--- src/rtl/reg_write_ctrl.sv ---
// reg_write_ctrl: reserves destination registers at issue and drains buffered results onto the register file write port
module reg_write_ctrl #(
  parameter int word_size = 16,
  parameter int addr_size = 4,
  parameter int depth     = 4
) (
  input  logic                 CLK,
  input  logic                 RST_N,
  input  logic                 ISSUE_VALID,
  input  logic [addr_size-1:0] ISSUE_ADDR,
  output logic                 ISSUE_READY,
  input  logic                 RES_VALID,
  input  logic [addr_size-1:0] RES_ADDR,
  input  logic [word_size-1:0] RES_DATA,
  output logic                 RES_READY,
  output logic                 W_ON,
  output logic [addr_size-1:0] WADDR,
  output logic [word_size-1:0] DATA_IN,
  input  logic [addr_size-1:0] CHK_ADDR1,
  input  logic [addr_size-1:0] CHK_ADDR2,
  output logic                 CHK_BUSY1,
  output logic                 CHK_BUSY2,
  output logic                 ERR
);
  localparam int nregs = 1 << addr_size;
  localparam int pw = $clog2(depth);
  localparam int cw = pw + 1;
  logic [nregs-1:0]                 pending_q, pending_d;
  logic [depth-1:0][addr_size-1:0]  fifo_addr_q, fifo_addr_d;
  logic [depth-1:0][word_size-1:0]  fifo_data_q, fifo_data_d;
  logic [pw-1:0]                    wr_ptr_q, wr_ptr_d, rd_ptr_q, rd_ptr_d;
  logic [cw-1:0]                    count_q, count_d;
  logic                             w_on_q, w_on_d, err_q, err_d;
  logic [addr_size-1:0]             waddr_q, waddr_d;
  logic [word_size-1:0]             data_in_q, data_in_d;
  logic                             issue_fire, push, pop;
  assign ISSUE_READY = !pending_q[ISSUE_ADDR];
  assign RES_READY   = count_q != cw'(depth);
  assign CHK_BUSY1   = pending_q[CHK_ADDR1];
  assign CHK_BUSY2   = pending_q[CHK_ADDR2];
  assign W_ON        = w_on_q;
  assign WADDR       = waddr_q;
  assign DATA_IN     = data_in_q;
  assign ERR         = err_q;
  always_comb begin
    issue_fire  = ISSUE_VALID && ISSUE_READY;
    push        = RES_VALID && RES_READY;
    pop         = count_q != '0;
    fifo_addr_d = fifo_addr_q;
    fifo_data_d = fifo_data_q;
    if (push) begin
      fifo_addr_d[wr_ptr_q] = RES_ADDR;
      fifo_data_d[wr_ptr_q] = RES_DATA;
    end
    wr_ptr_d  = push ? wr_ptr_q + 1'b1 : wr_ptr_q;
    rd_ptr_d  = pop ? rd_ptr_q + 1'b1 : rd_ptr_q;
    count_d   = count_q + {{pw{1'b0}}, push} - {{pw{1'b0}}, pop};
    w_on_d    = pop;
    waddr_d   = pop ? fifo_addr_q[rd_ptr_q] : waddr_q;
    data_in_d = pop ? fifo_data_q[rd_ptr_q] : data_in_q;
    err_d     = err_q || (push && !pending_q[RES_ADDR]);
    pending_d = pending_q;
    if (issue_fire) pending_d[ISSUE_ADDR] = 1'b1;
    // clear after set so a drain wins over a coincident issue
    if (pop) pending_d[fifo_addr_q[rd_ptr_q]] = 1'b0;
  end
  always_ff @(posedge CLK or negedge RST_N) begin
    if (!RST_N) begin
      pending_q   <= '0;
      fifo_addr_q <= '0;
      fifo_data_q <= '0;
      wr_ptr_q    <= '0;
      rd_ptr_q    <= '0;
      count_q     <= '0;
      w_on_q      <= 1'b0;
      waddr_q     <= '0;
      data_in_q   <= '0;
      err_q       <= 1'b0;
    end else begin
      pending_q   <= pending_d;
      fifo_addr_q <= fifo_addr_d;
      fifo_data_q <= fifo_data_d;
      wr_ptr_q    <= wr_ptr_d;
      rd_ptr_q    <= rd_ptr_d;
      count_q     <= count_d;
      w_on_q      <= w_on_d;
      waddr_q     <= waddr_d;
      data_in_q   <= data_in_d;
      err_q       <= err_d;
    end
  end
endmodule

--- config.mk ---
export PLATFORM = sky130hd
export DESIGN_NAME = reg_write_ctrl
export DESIGN_NICKNAME = d
export VERILOG_FILES = /design/src/rtl/reg_write_ctrl.sv
export SDC_FILE = /design/constraint.sdc
export NUM_CORES = 1
export LEC_CHECK = 0
export CAP_MARGIN = 40
export CELL_PAD_IN_SITES_DETAIL_PLACEMENT = 0
export CELL_PAD_IN_SITES_GLOBAL_PLACEMENT = 1
export CORE_AREA = 2 2 143 145
export CTS_CLUSTER_SIZE = 25
export DETAILED_ROUTE_END_ITERATION = 10
export DIE_AREA = 0 0 145 147
export GPL_ROUTABILITY_DRIVEN = 1
export MAX_ROUTING_LAYER = met4
export PLACE_DENSITY = 0.54
export RECOVER_POWER = 100
export SLEW_MARGIN = 10
export SYNTH_ARGS = -nofsm -noshare
export SYNTH_HDL_FRONTEND = slang
export SYNTH_SLANG_ARGS = --single-unit
--- constraint.sdc ---
create_clock -name CLK -period 2.4 [get_ports CLK]
set_input_delay 0.36 -clock CLK [delete_from_list [all_inputs] [get_ports CLK]]
set_output_delay 0.36 -clock CLK [all_outputs]
set_load 0.02 [all_outputs]
# After elaboration in Yosys (flattened, before gate mapping)
# Cells that the tools add are included.
[totals]
ramBits = 0
mem_bits_ro = 0
word_cells = 68
mem_count = 0
regBits = 125
latchBits = 0
out_inout_bits = 26
[classes]
n_shift = 0
mux = 24
mul = 0
bitwise = 3
n_reduce_logical = 10
div_mod_pow = 0
n_addsub = 4
n_eq_ne = 1
magnitude_cmp = 10
[op_table]
columns = ["op", "count"]
rows = [
  ["bitwise mux 64 bit", 1],
  ["2-to-1 mux 16 bit", 4],
  ["binary-select mux 16 bit (select 2 bit)", 1],
  ["demux 16 bit (select 2 bit)", 1],
  ["< comparator 4 x 5 -> 1 bit (second input constant)", 5],
  ["AND 16 bit", 1],
  ["binary-select mux 1 bit (select 4 bit)", 4],
  ["bitwise mux 16 bit", 1],
  ["inverter 16 bit", 1],
  ["bitwise OR 16 bit", 1],
  ["binary-select mux 4 bit (select 2 bit)", 1],
  ["demux 1 bit (select 4 bit)", 2],
  ["demux 4 bit (select 2 bit)", 1],
  ["greater-or-equal comparator 4 x 1 -> 1 bit (second input constant)", 2],
  ["2-to-1 mux 4 bit", 2],
  ["logical AND 1 bit", 6],
  ["< comparator 2 x 3 -> 1 bit (second input constant)", 2],
  ["2-to-1 mux 1 bit", 6],
  ["adder 2 x 1 -> 2 bit (second input constant)", 2],
  ["adder 3 x 1 -> 3 bit", 1],
  ["!= test 3 bit (second input constant)", 1],
  ["nonzero test 3 bit", 1],
  ["subtractor 3 x 1 -> 3 bit", 1],
  ["greater-or-equal comparator 2 x 1 -> 1 bit (second input constant)", 1],
  ["other kinds (2)", 3],
]

# Longest topological paths before layout
[logic_depth]
ltp_word = 9
mapped_depth = 7

# Worst setup path after synthesis
# OpenSTA, ideal clock, no wires.
[synth_path]
path_kind = "register to register"
startpoint = "register count_q[1]"
endpoint = "register count_q[2]"
period_less_slack_ps = 2122
n_path_buf = 0
stages_incl_launch_ff = 8
slack_ps = 278
arrival_time_ps = 1999
setup_time_ps = 123
required_ps = 2277
cell_sequence = "dfrtp_1 > nor3_1 > inv_1 > o21a_1 > ha_1 > fa_1 > xor2_1 > xnor2_1"
[synth_between]
elab_chain_cells = 4
word_cells_on_any_way = 5
cone_classes = "2 x add/sub; 1 x eq/ne; 2 x reduce/logical"
[synth_rtl]
columns = ["item", "line_no", "source"]
rows = [
  ["start, declared", "32", "logic [cw-1:0] count_q, count_d;"],
  ["start signal, assigned", "85", "count_q <= count_d;"],
  ["!= test 3 bit", "38", "assign RES_READY = count_q != cw'(depth);"],
  ["logical AND 1 bit", "47", "push = RES_VALID && RES_READY;"],
  ["adder 3 x 1 -> 3 bit", "57", "count_d = count_q + {{pw{1'b0}}, push} - {{pw{1'b0}}, pop};"],
  ["subtractor 3 x 1 -> 3 bit (*)", "57", ""],
  ["net count_d[2]", "32", ""],
]
# The timed path passes the listed nets; every way through them passes the cells marked *.
# A chain may end at the register's enable or synchronous reset.

# Worst setup path after layout
[layout_path]
startpoint = "register pending_q[14]"
endpoint = "output port CHK_BUSY2"
[layout_between]
elab_chain_cells = 2
[layout_rtl]
columns = ["item", "line_no", "source"]
rows = [
  ["start, declared", "28", "logic [nregs-1:0] pending_q, pending_d;"],
  ["start signal, assigned", "80", "pending_q <= pending_d;"],
  ["binary-select mux 1 bit (select 4 bit)", "40", "assign CHK_BUSY2 = pending_q[CHK_ADDR2];"],
  ["2-to-1 mux 1 bit (implied by the code)", "40", ""],
  ["end, declared", "22", "output logic CHK_BUSY2,"],
]
# No other way between the ends. The select of a mux whose other input is x is not followed.

==> impl_results.rst <==
.. list-table::
   :header-rows: 1

   * - Metric
     - Value
   * - Data arrival time of the worst path
     - roughly 2.1 ns
   * - Worst relative slew slack
     - approximately 44%
   * - Share of total power in the clock network
     - a little over a quarter
   * - Residual DRC
     - 0
   * - Estimated wirelength of the detail-placed design
     - around 9500 um
   * - Count of pins on the block boundary
     - slightly above 60
   * - Layout cell share with drive strength beyond 1
     - a little over a third
   * - Largest delay contributor family on the critical path
     - multiplexers
   * - Met3 layer usage reported by global route
     - 2.95%
   * - Die Ht
     - ~150 um
   * - Number of distinct standard cells referenced by the synthesized netlist
     - 33
   * - Peak supply drop
     - 0.588 mV
   * - Highest clock rate
     - between 400 and 500 MHz
   * - Maximum clock path buffer count
     - 2
   * - Post-route design area
     - 0.00759 mm^2
   * - Tcrit/Tclk final
     - 100%
   * - Overall via count from detail_route
     - about 3,700
   * - Antenna violations before repair
     - 0
   * - Pre-CTS WS
     - -0.755 ns
   * - CTS sink cnt
     - between 100 and 150
   * - TritonCTS clock tree
     - yes
   * - RSZ-0062 raised after global routing
     - yes
   * - Violated checks
     - setup timing
   * - Effective utilization at floorplan
     - slightly below 30%
   * - Minimum setup slack in the final design
     - -0.00733 ns
   * - Flop and latch count out of synthesis
     - about 130
   * - Worst Skew
     - between 0.005 and 0.006 ns
   * - Total buffers and inverters traversed by the critical path
     - 2
   * - Power density over the cells
     - about 1500 mW/mm^2
   * - Async set or reset register ratio after synthesis
     - 100%
   * - Internal power
     - roughly 0.0077 W
   * - Layer carrying the most global-route usage
     - met2
   * - Synth Area in XOR/XNOR
     - less than 1%
   * - Number of antenna diodes
     - 0
   * - Count of H-tree levels built during CTS
     - 4
   * - Highest-delay cell along the critical path
     - sky130_fd_sc_hd__mux4_2
   * - Grt met2 use
     - 22.9%
   * - Proportion of power drawn by flip-flops and latches
     - between 30 and 40%
   * - X dimension of the die
     - 145 um
   * - DRT Pass-1 Iters
     - 4
   * - Most frequent standard cell in the layout excluding fill and tap cells
     - sky130_fd_sc_hd__dfrtp_1
   * - Worst setup SP type
     - flip-flop
   * - Synth Flop Type
     - sky130_fd_sc_hd__dfrtp_1
   * - Slowest Stage Delay on Critical Path
     - ~0.49 ns
   * - Data required, critical path
     - 2.04 ns
   * - I/O Buffers
     - between 60 and 70
   * - CORE AREA
     - approximately 0.020 mm^2
   * - Vias in the first global route
     - 4,052
   * - Detailed Route WL
     - roughly 14,000 um
   * - Worst Max-Slew Pin Slew
     - between 0.8 and 0.9 ns
   * - Pin count of the biggest net entering global routing
     - 44
   * - Psw
     - 0.00358 W
   * - Cell-by-cell listing of the critical path
     - buf_6 > mux4_2 > mux4_2 > buf_6
   * - Synthesized instance count
     - 409
   * - Post-synth EDFFs
     - 0
   * - Final setup TNS
     - -0.0116 ns
   * - Clock root buffer
     - sky130_fd_sc_hd__clkbuf_16
   * - Clock input transition at the sequential cells of the worst setup and hold paths
     - about 0.06 ns
   * - Detail Route Antenna Nets
     - 0
   * - Via-to-Cell Ratio
     - 4.71
   * - Commonest cells after routing, fill and taps aside
     - sky130_fd_sc_hd__dfrtp_1, sky130_fd_sc_hd__mux2_2, sky130_fd_sc_hd__nand2_1
   * - Leakage dissipation
     - 3.26 nW
   * - Synthesized-area fraction occupied by ao, oa, aoi and oai cells
     - roughly 3%
   * - Max Slew Vio Count
     - 0
   * - WL/cell
     - 17.6 um
   * - Combinational share of power
     - between 30% and 40%
   * - Area share of fa/ha/maj cells after synthesis
     - ~1.4%
   * - Final Hold Viols
     - 0
   * - Mapped cell area
     - between 0.005 and 0.006 mm^2
   * - Number of buffers created by CTS
     - 17
   * - Share of the yosys chip area belonging to registers
     - a little over half
   * - Initial DRC count
     - ~210
   * - Later-pin clock latency in the skew report
     - ~0.41 ns
   * - Post-layout net count
     - about 550
   * - Area of the die
     - 0.0213 mm^2
   * - Switching power share of the total
     - 31.8%
   * - Final GP Congestion
     - between 0.8 and 0.9
   * - Overall overflow remaining after global route
     - 0
   * - Core Util, Final
     - between 30% and 40%
   * - Synth warn
     - 0
   * - Overall routing resource usage
     - 14.5%
   * - Type of the tightest min-delay check
     - reg2reg
   * - Syn avg cell area
     - approximately 14 um^2
   * - Final setup vio count
     - 2
   * - Number of rows created at floorplan
     - 52
   * - Fraction of the mapped netlist area in simple logic gates
     - 7.39%
   * - Sort of element at the end of the critical path
     - output port
   * - Fin crit period
     - ~2.4 ns
   * - Met1 routing resource usage after global routing
     - a little under a fifth
   * - Global-route wire length before repair
     - about 23,000 um
   * - Post-synthesis net count
     - 451
   * - Mux contribution to synthesized area
     - a little under a third
   * - Outcome
     - complete, but fails checks
   * - Category of the critical setup timing path
     - reg2out
   * - Count of max-cap constraint violations
     - 0
   * - Largest family of logic cells by synthesized area
     - multiplexers
   * - Critical path fanouts, max
     - 3
   * - Layout overhead on the synthesized area
     - 30.5%
   * - Instance area after placement
     - 0.00696 mm^2
==> through the flow <==
stage / std cells / hold WS [ns] / power [W]
final: 788 / 0.457 / 0.0113
after global routing: 788 / 0.495 / 0.0120
after detailed placement: 753 / 0.348 / 0.00850
after floorplan: 409 / 0.0644 / 0.00677
after global placement: 753 / 0.341 / 0.00840
after CTS: 788 / 0.439 / 0.0116
==> logic make-up after synthesis <==
| family | count (synthesis) |
|---|---|
| compound gates | 25 |
| buf+inv | 26 |
| xor+xnor | 5 |
| mux | 121 |
| fa+ha+maj | 6 |
| simple gates | 101 |
| flops | 125 |
==> cells in the mapped netlist (all sizes together), types with 3 or more instances <==
cell | instances | area, um^2
dfrtp | 125 | 3130
mux2 | 81 | 912
nand2 | 70 | 263
mux4 | 39 | 890
nor2 | 16 | 60.1
buf | 14 | 100
a2bb2oi | 12 | 105
a21oi | 6 | 30.0
clkbuf | 6 | 22.5
inv | 6 | 22.5
ha | 5 | 62.6
xnor2 | 4 | 35.0
a31oi | 3 | 18.8
or3b | 3 | 31.3
==> power by group through the flow <==
stage | clock [W] | combinational [W] | sequential (W)
final | 0.00303 | 0.00447 | 0.00378
after detailed placement | 0 | 0.00467 | 0.00383
after floorplan | 0 | 0.00290 | 0.00387
after global placement | 0 | 0.00461 | 0.00379
after CTS | 0.00311 | 0.00472 | 0.00381
after global routing | 0.00319 | 0.00490 | 0.00393
==> registers in the layout, indices dropped and copies added (netlist names) <==
register / flops
rd_ptr_q: 2
DATA_IN: 16
W_ON: 1
fifo_data_q: 64
WADDR: 4
pending_q: 16
ERR: 1
count_q: 3
wr_ptr_q: 2
fifo_addr_q: 16
==> final cells by class <==
type                            count  area (um^2)
Fill cell                        1941        12200
Sequential cell                   125         3130
Multi-Input combinational cell    258         2540
Timing Repair Buffer               97          867
Clock buffer                       18          439
Tap cell                          270          338
Clock inverter                     14          264
Inverter                            6         22.5
==> final timing paths <==
path                                    startpoint                     endpoint  slack, ns  cells after the start
max                        pending_q[14]$_DFF_PN0_                    CHK_BUSY2     -0.007                      4
min                         DATA_IN[3]$_DFFE_PN0P_       DATA_IN[3]$_DFFE_PN0P_       0.46                      2
max reg2reg                   count_q[1]$_DFF_PN0_  fifo_data_q[58]$_DFFE_PN0P_       0.21                      5
min reg2reg                 DATA_IN[3]$_DFFE_PN0P_       DATA_IN[3]$_DFFE_PN0P_       0.46                      2
max in group asynchronous                    RST_N         WADDR[2]$_DFFE_PN0P_       0.59                      3
min in group asynchronous                    RST_N  fifo_data_q[31]$_DFFE_PN0P_       0.58                      2
==> worst min-delay path: stages (launching register included) <==
cell and delay [ns]:
sky130_fd_sc_hd__dfrtp_1 0.33, sky130_fd_sc_hd__nand2_1 0.05, sky130_fd_sc_hd__nand2_1 0.05
==> metal layers <==
metal,wire length (um),vias to the layer above
met5,0,-
met4,240,0
met3,376,18
met2,6860,63
met1,6400,1950
li1,-,1684
==> repair_timing <==
item / in CTS / in global routing
buffers inserted: 2 / 0
hold endpoints to repair: 31 / 0
gates cloned: 0 / 0
gates resized for setup: 25 / 2
setup endpoints to repair: 3 / 3
hold buffers: 1 / 0
(Power assumes the default switching activity.)
